**src/rtl/tube_fifo_pkg.sv**
```systemverilog
// Shared constants and width helper for the Tube FIFO family.
// Pure declarations, no logic.
package tube_fifo_pkg;

    localparam logic [7:0] TUBE_EMPTY_VAL = 8'hAA;

    // Ceiling log2; clog2(1) = 0.
    function automatic int clog2(input int value);
        int r;
        r = 0;
        while ((1 << r) < value) r = r + 1;
        return r;
    endfunction

endpackage

```
**src/rtl/tube_fifo_ram.sv**
```systemverilog
// Purpose: DEPTH x DATA_W register array, one synchronous write port and one asynchronous read port.
// Latency: a write lands at the clock edge; the read port is combinational.
// Backpressure: none; the caller gates we.
module tube_fifo_ram #(
    parameter int DATA_W = 8,
    parameter int DEPTH  = 24,
    parameter int ADDR_W = 5
) (
    input  logic              clk,
    input  logic              we,
    input  logic [ADDR_W-1:0] waddr,
    input  logic [DATA_W-1:0] wdata,
    input  logic [ADDR_W-1:0] raddr,
    output logic [DATA_W-1:0] rdata
);

    logic [DATA_W-1:0] mem [DEPTH];

    always_ff @(posedge clk) begin
        if (we) mem[waddr] <= wdata;
    end

    assign rdata = mem[raddr];

endmodule

```
**src/rtl/tube_fifo_sync.sv**
```systemverilog
// Purpose: single-clock parasite-to-host FIFO, any depth >= 2, show-ahead read, optional sticky
// overflow/underflow flags under macro TUBE_FIFO_ERR_EN. Latency: a word written at edge N is on rd_data after edge N.
// Backpressure: writes into a full FIFO are dropped unless a read is accepted in the same cycle; reads while empty are ignored.
module tube_fifo_sync
    import tube_fifo_pkg::*;
#(
    parameter int                DATA_W    = 8,
    parameter int                DEPTH     = 24,
    parameter logic [DATA_W-1:0] EMPTY_VAL = DATA_W'(TUBE_EMPTY_VAL),
    parameter int                AF_THRESH = 23,
    localparam int               LVL_W     = clog2(DEPTH + 1)
) (
    input  logic              clk,
    input  logic              rst,
    input  logic              flush,
    input  logic              wr_en,
    input  logic [DATA_W-1:0] wr_data,
    output logic              full,
    output logic              almost_full,
    input  logic              rd_en,
    output logic [DATA_W-1:0] rd_data,
    output logic              data_available,
    output logic [LVL_W-1:0]  level
`ifdef TUBE_FIFO_ERR_EN
    ,
    output logic              overflow,
    output logic              underflow
`endif
);

    localparam int PTR_W = clog2(DEPTH);

    logic [PTR_W-1:0]  wr_ptr;
    logic [PTR_W-1:0]  rd_ptr;
    logic [LVL_W-1:0]  level_q;
    logic [DATA_W-1:0] ram_rdata;
    logic              empty;
    logic              acc_wr;
    logic              acc_rd;

    // Explicit wrap so non-power-of-two depths never index past the array.
    function automatic logic [PTR_W-1:0] ptr_inc(input logic [PTR_W-1:0] p);
        return (p == PTR_W'(DEPTH - 1)) ? '0 : p + PTR_W'(1);
    endfunction

    assign empty  = (level_q == '0);
    assign acc_rd = rd_en & ~empty;
    assign acc_wr = wr_en & (~full | acc_rd);

    always_ff @(posedge clk or posedge rst) begin
        if (rst) begin
            wr_ptr  <= '0;
            rd_ptr  <= '0;
            level_q <= '0;
        end else if (flush) begin
            wr_ptr  <= '0;
            rd_ptr  <= '0;
            level_q <= '0;
        end else begin
            if (acc_wr) wr_ptr <= ptr_inc(wr_ptr);
            if (acc_rd) rd_ptr <= ptr_inc(rd_ptr);
            case ({acc_wr, acc_rd})
                2'b10:   level_q <= level_q + LVL_W'(1);
                2'b01:   level_q <= level_q - LVL_W'(1);
                default: level_q <= level_q;
            endcase
        end
    end

    tube_fifo_ram #(
        .DATA_W (DATA_W),
        .DEPTH  (DEPTH),
        .ADDR_W (PTR_W)
    ) u_ram (
        .clk   (clk),
        .we    (acc_wr & ~flush),
        .waddr (wr_ptr),
        .wdata (wr_data),
        .raddr (rd_ptr),
        .rdata (ram_rdata)
    );

    // All flags derive from the registered level only.
    assign level          = level_q;
    assign full           = (level_q == LVL_W'(DEPTH));
    assign almost_full    = (level_q >= LVL_W'(AF_THRESH));
    assign data_available = ~empty;
    assign rd_data        = empty ? EMPTY_VAL : ram_rdata;

`ifdef TUBE_FIFO_ERR_EN
    always_ff @(posedge clk or posedge rst) begin
        if (rst) begin
            overflow  <= 1'b0;
            underflow <= 1'b0;
        end else if (flush) begin
            overflow  <= 1'b0;
            underflow <= 1'b0;
        end else begin
            if (wr_en & full & ~rd_en) overflow  <= 1'b1;
            if (rd_en & empty)         underflow <= 1'b1;
        end
    end
`else
    // Dropped writes and ignored reads are silent in this build.
`endif

endmodule
```
**config.mk**
```make
export PLATFORM = sky130hd
export DESIGN_NAME = tube_fifo_sync
export DESIGN_NICKNAME = d
export VERILOG_FILES = /design/src/rtl/tube_fifo_pkg.sv /design/src/rtl/tube_fifo_ram.sv /design/src/rtl/tube_fifo_sync.sv
export SDC_FILE = /design/constraint.sdc
export NUM_CORES = 1
export LEC_CHECK = 0
export BUFFER_PORTS_ARGS = -buffer_cell sky130_fd_sc_hd__buf_4
export CELL_PAD_IN_SITES_DETAIL_PLACEMENT = 1
export CELL_PAD_IN_SITES_GLOBAL_PLACEMENT = 1
export CORE_MARGIN = 2
export CORE_UTILIZATION = 49
export CTS_CLUSTER_SIZE = 30
export DETAILED_ROUTE_END_ITERATION = 10
export PLACE_DENSITY = 0.75
export SYNTH_ARGS = -nofsm -noshare
export SYNTH_HDL_FRONTEND = slang
export SYNTH_HIERARCHICAL = 1
export SYNTH_SLANG_ARGS = --single-unit
```
**constraint.sdc**
```tcl
create_clock -name clk -period 5.2 [get_ports clk]
set_input_delay 1.3 -clock clk [delete_from_list [all_inputs] [get_ports clk]]
set_output_delay 1.3 -clock clk [all_outputs]
set_load 0.02 [all_outputs]
```
==> flow_metrics.py <==
metrics = {
    "floorplan": {
        "die_h_um": 136.3,
        "initial_utilization_pct": 49.93,
        "ios": 29,
        "rows": 48,
        "dieArea_um2": 18580,
        "coreArea_um2": 17180,
        "die_x_um": 136.3,
    },
    "setup_path": {
        "cp_cell_sequence": "nor2b_1 > nand2_1 > nand3_1 > o311ai_1 > and2_1 > buf_4",
        "crit_family": "simple AND/OR/NAND/NOR gates",
        "crit_buf_inv": 1,
        "slowest_stage": "dfrtp_1",
        "r2r_slack_ns": 2.26,
        "slowest_delay_ns": 1.06,
        "r2r_cells": 10,
        "required_ns": 3.90,
        "rr_endpoint": "level[4]",
        "crit_fanout": 25,
        "crit_arrival_ns": 2.99,
        "r2r_start": "level[1]",
        "critPathLaunchType": "register",
        "path_class": "register to output port",
        "cp-end-kind": "output port",
    },
    "power": {
        "power_per_cell_area_nw_per_um2": 432.1,
        "switching_share_pct": 26.24,
        "seqPwrFrac_pct": 46.0,
        "leakagePower_nw": 3.032,
        "power.internal_mw": 3.067,
        "p_comb_share_pct": 19.1,
        "p_sw_mw": 1.091,
        "power_mw": 4.157,
        "power_frac_clock_pct": 34.9,
        "ir_worst_vdd_uv": 343.8,
    },
    "run": {
        "drv_cap": 0,
    },
    "layout": {
        "finish.utilization_pct": 56.01,
        "drive_gt1_share_pct": 19.92,
        "layout_common_cells": "192 x edfxtp_1, 44 x mux2i_1, 39 x nor2_1, 35 x buf_4, 32 x mux4_2",
        "num-nets-final": 536,
        "final_cells": 757,
        "final.fill_count": 1586,
        "layout_commonest_cell": "edfxtp_1",
        "diodes": 0,
        "syn2layout_area_growth_pct": 12.17,
    },
    "cts": {
        "hold_buffers": 0,
        "cts_buffer_depth": 3,
        "htreeDepth": 1,
        "cts_buffers": 22,
        "clkLatencyLatePin_ns": 0.49,
        "clock_sinks": 207,
        "ctsResizeCount": 0,
        "cts_setup_buffers": 0,
        "clockRootBuffer": "clkbuf_16",
        "clkTransAtPathRegs_ns": 0.06,
        "cts_tree": "yes",
    },
    "logic_synthesis": {
        "ys_types": 47,
        "synth_area_um2": 8577,
        "synth_nets": 503,
        "yosys_register_bits": 207,
        "seq_area_frac_synth_pct": 71.60,
        "synth_edf_count": 192,
        "ys.warnings.count": 6,
        "synth_top_flop_cell": "edfxtp_1",
        "async_flop_share_pct": 7.246,
        "postSynthAreaPerCell_um2": 17.72,
        "synthCells": 484,
    },
    "worst_hold_path": {
        "hold_depth": 2,
        "hp-class": "register to register",
        "min_from": "level[2]",
        "holdPathEnd": "level[2]",
    },
    "grt": {
        "grt_usage_pct": 21.64,
        "grt.overflow.total": 0,
        "grt_pass1_vias": 4752,
        "antenna_found_initial": 0,
        "grt_start_max_net_pins": 29,
        "grt_pass1_wl_mm": 29.37,
    },
    "sta": {
        "slew_headroom_pct": 27.29,
        "min_period_over_period_pct": 82.47,
        "timing.hold.ws_ns": 0.6172,
        "skew_ns": 0.009079,
        "clock.fmax_mhz": 233.2,
        "timing.final.max_slew_violations": 0,
        "finalHoldViolations": 0,
        "min_period_ns": 4.289,
        "worst_pin_slew_ns": 1.091,
        "setup_viol": 0,
        "rsz0062_at_grt": "false",
        "fin_tns_setup_ns": 0,
    },
    "status": {
        "status": "finished, final reports clean",
    },
    "detailed_routing": {
        "drt_iter0_drc": 376,
        "post-route-drc-count": 0,
        "antenna_left": 0,
        "firstDrtPassIters": 4,
        "wire_per_inst_um": 25.13,
        "vias": 4504,
        "wl_mm": 19.02,
        "viasPerCell": 5.950,
    },
    "placed_design": {
        "dp_cells": 718,
        "dp_hpwl_mm": 12.02,
        "portBuffers": 28,
        "gp_congestion": 0.7825,
    },
}
==> stage by stage <==
| stage | instance area (um^2) | worst slack, ns |
|---|---|---|
| detailed placement | 8955 | 1.446 |
| global route | 9620 | 0.7789 |
| floorplan | 8577 | 1.988 |
| global placement | 8955 | 1.485 |
| CTS | 9620 | 0.9041 |
| finish | 9620 | 0.9114 |
==> power by group through the flow <==
stage                     combinational (mW)  clock (mW)  sequential, mW
final                                  0.796        1.45            1.91
after global routing                   0.861        1.54            1.92
after CTS                              0.805        1.47            1.91
after detailed placement               0.801           0            1.95
after global placement                 0.781           0            1.95
after floorplan                        0.597           0            1.92
==> state kept, by name, summed over array words and instances (netlist names) <==
register,flops
level,5
rd_ptr,5
u_ram/mem,192
wr_ptr,5
==> worst max-delay path by stage <==
| stage | slack, ns | endpoint | start | depth (start not counted) |
|---|---|---|---|---|
| 2_1_floorplan | 1.99 | u_ram/mem[0][0] | flush | 6 |
| 3_3_place_gp | 1.49 | rd_data[0] | rd_ptr[1] | 6 |
| 3_5_place_dp | 1.45 | rd_data[4] | rd_ptr[1] | 6 |
| 4_1_cts | 0.90 | rd_data[4] | rd_ptr[1] | 6 |
| 5_1_grt | 0.78 | rd_data[5] | rd_ptr[0] | 6 |
| 6_report | 0.91 | rd_data[4] | rd_ptr[1] | 6 |
==> worst register-to-register path: stages, from the launching register on <==
cell,delay (ns)
dfrtp_1,0.45
or3_4,0.46
o31ai_4,0.46
or2_2,0.23
inv_1,0.08
ha_1,0.33
nand2b_1,0.09
a21oi_1,0.09
or3_1,0.34
and3b_1,0.19
nor3_2,0.14
==> cell families after synthesis <==
| group | synth area share (%) |
|---|---|
| xor gates and xnor gates | 0.6127 |
| adders and majority gates | 0.9628 |
| muxes | 13.54 |
| DFF | 71.60 |
| AOI/OAI and AO/OA | 4.727 |
| and+or+nand+nor | 6.419 |
| buffers and inverters | 2.144 |
==> metal layers <==
layer	up-vias	wire length [um]	GRT usage, %
li1	1994	-	-
met1	2335	7733	29.66
met2	143	9436	36.01
met3	32	1393	3.057
met4	0	456	7.118
met5	-	0	0
==> synthesized netlist by cell type (2+ instances only) <==
| library cell | number | area, um^2 |
|---|---|---|
| clkbuf_1 | 6 | 22.52 |
| buf_1 | 4 | 15.01 |
| or3b_2 | 3 | 26.28 |
| buf_6 | 5 | 56.30 |
| mux2i_1 | 44 | 440.4 |
| o211ai_1 | 8 | 60.06 |
| o311ai_1 | 8 | 70.07 |
| a22oi_1 | 8 | 60.06 |
| ha_1 | 5 | 62.56 |
| and2_1 | 6 | 37.54 |
| edfxtp_1 | 192 | 5766 |
| nand2b_1 | 6 | 37.54 |
| nor2_1 | 39 | 146.4 |
| or3_1 | 3 | 18.77 |
| o21ai_0 | 2 | 10.01 |
| a2bb2oi_1 | 8 | 70.07 |
| nand2_1 | 17 | 63.81 |
| mux4_2 | 32 | 720.7 |
| inv_1 | 4 | 15.01 |
| a21oi_1 | 10 | 50.05 |
| nand3b_1 | 5 | 37.54 |
| o31ai_4 | 2 | 42.54 |
| dfrtp_1 | 15 | 375.4 |
| nand3_1 | 14 | 70.07 |
| nor3_1 | 2 | 10.01 |
| xnor2_1 | 4 | 35.03 |
| nor2b_1 | 4 | 25.02 |
| buf_2 | 8 | 40.04 |
| xor2_1 | 2 | 17.52 |
==> final cells by class <==
class | instances | area, um^2 | area share [%]
multi-input combinational | 247 | 2252 | 23.41
sequential | 207 | 6143 | 63.86
tap | 225 | 281.5 | 2.926
clock buffer | 29 | 598.1 | 6.217
inverter | 4 | 15.01 | 0.1561
clock inverter | 10 | 67.56 | 0.7023
timing repair buffer | 35 | 262.8 | 2.731
No activity file was read; power rests on OpenSTA's default activity.
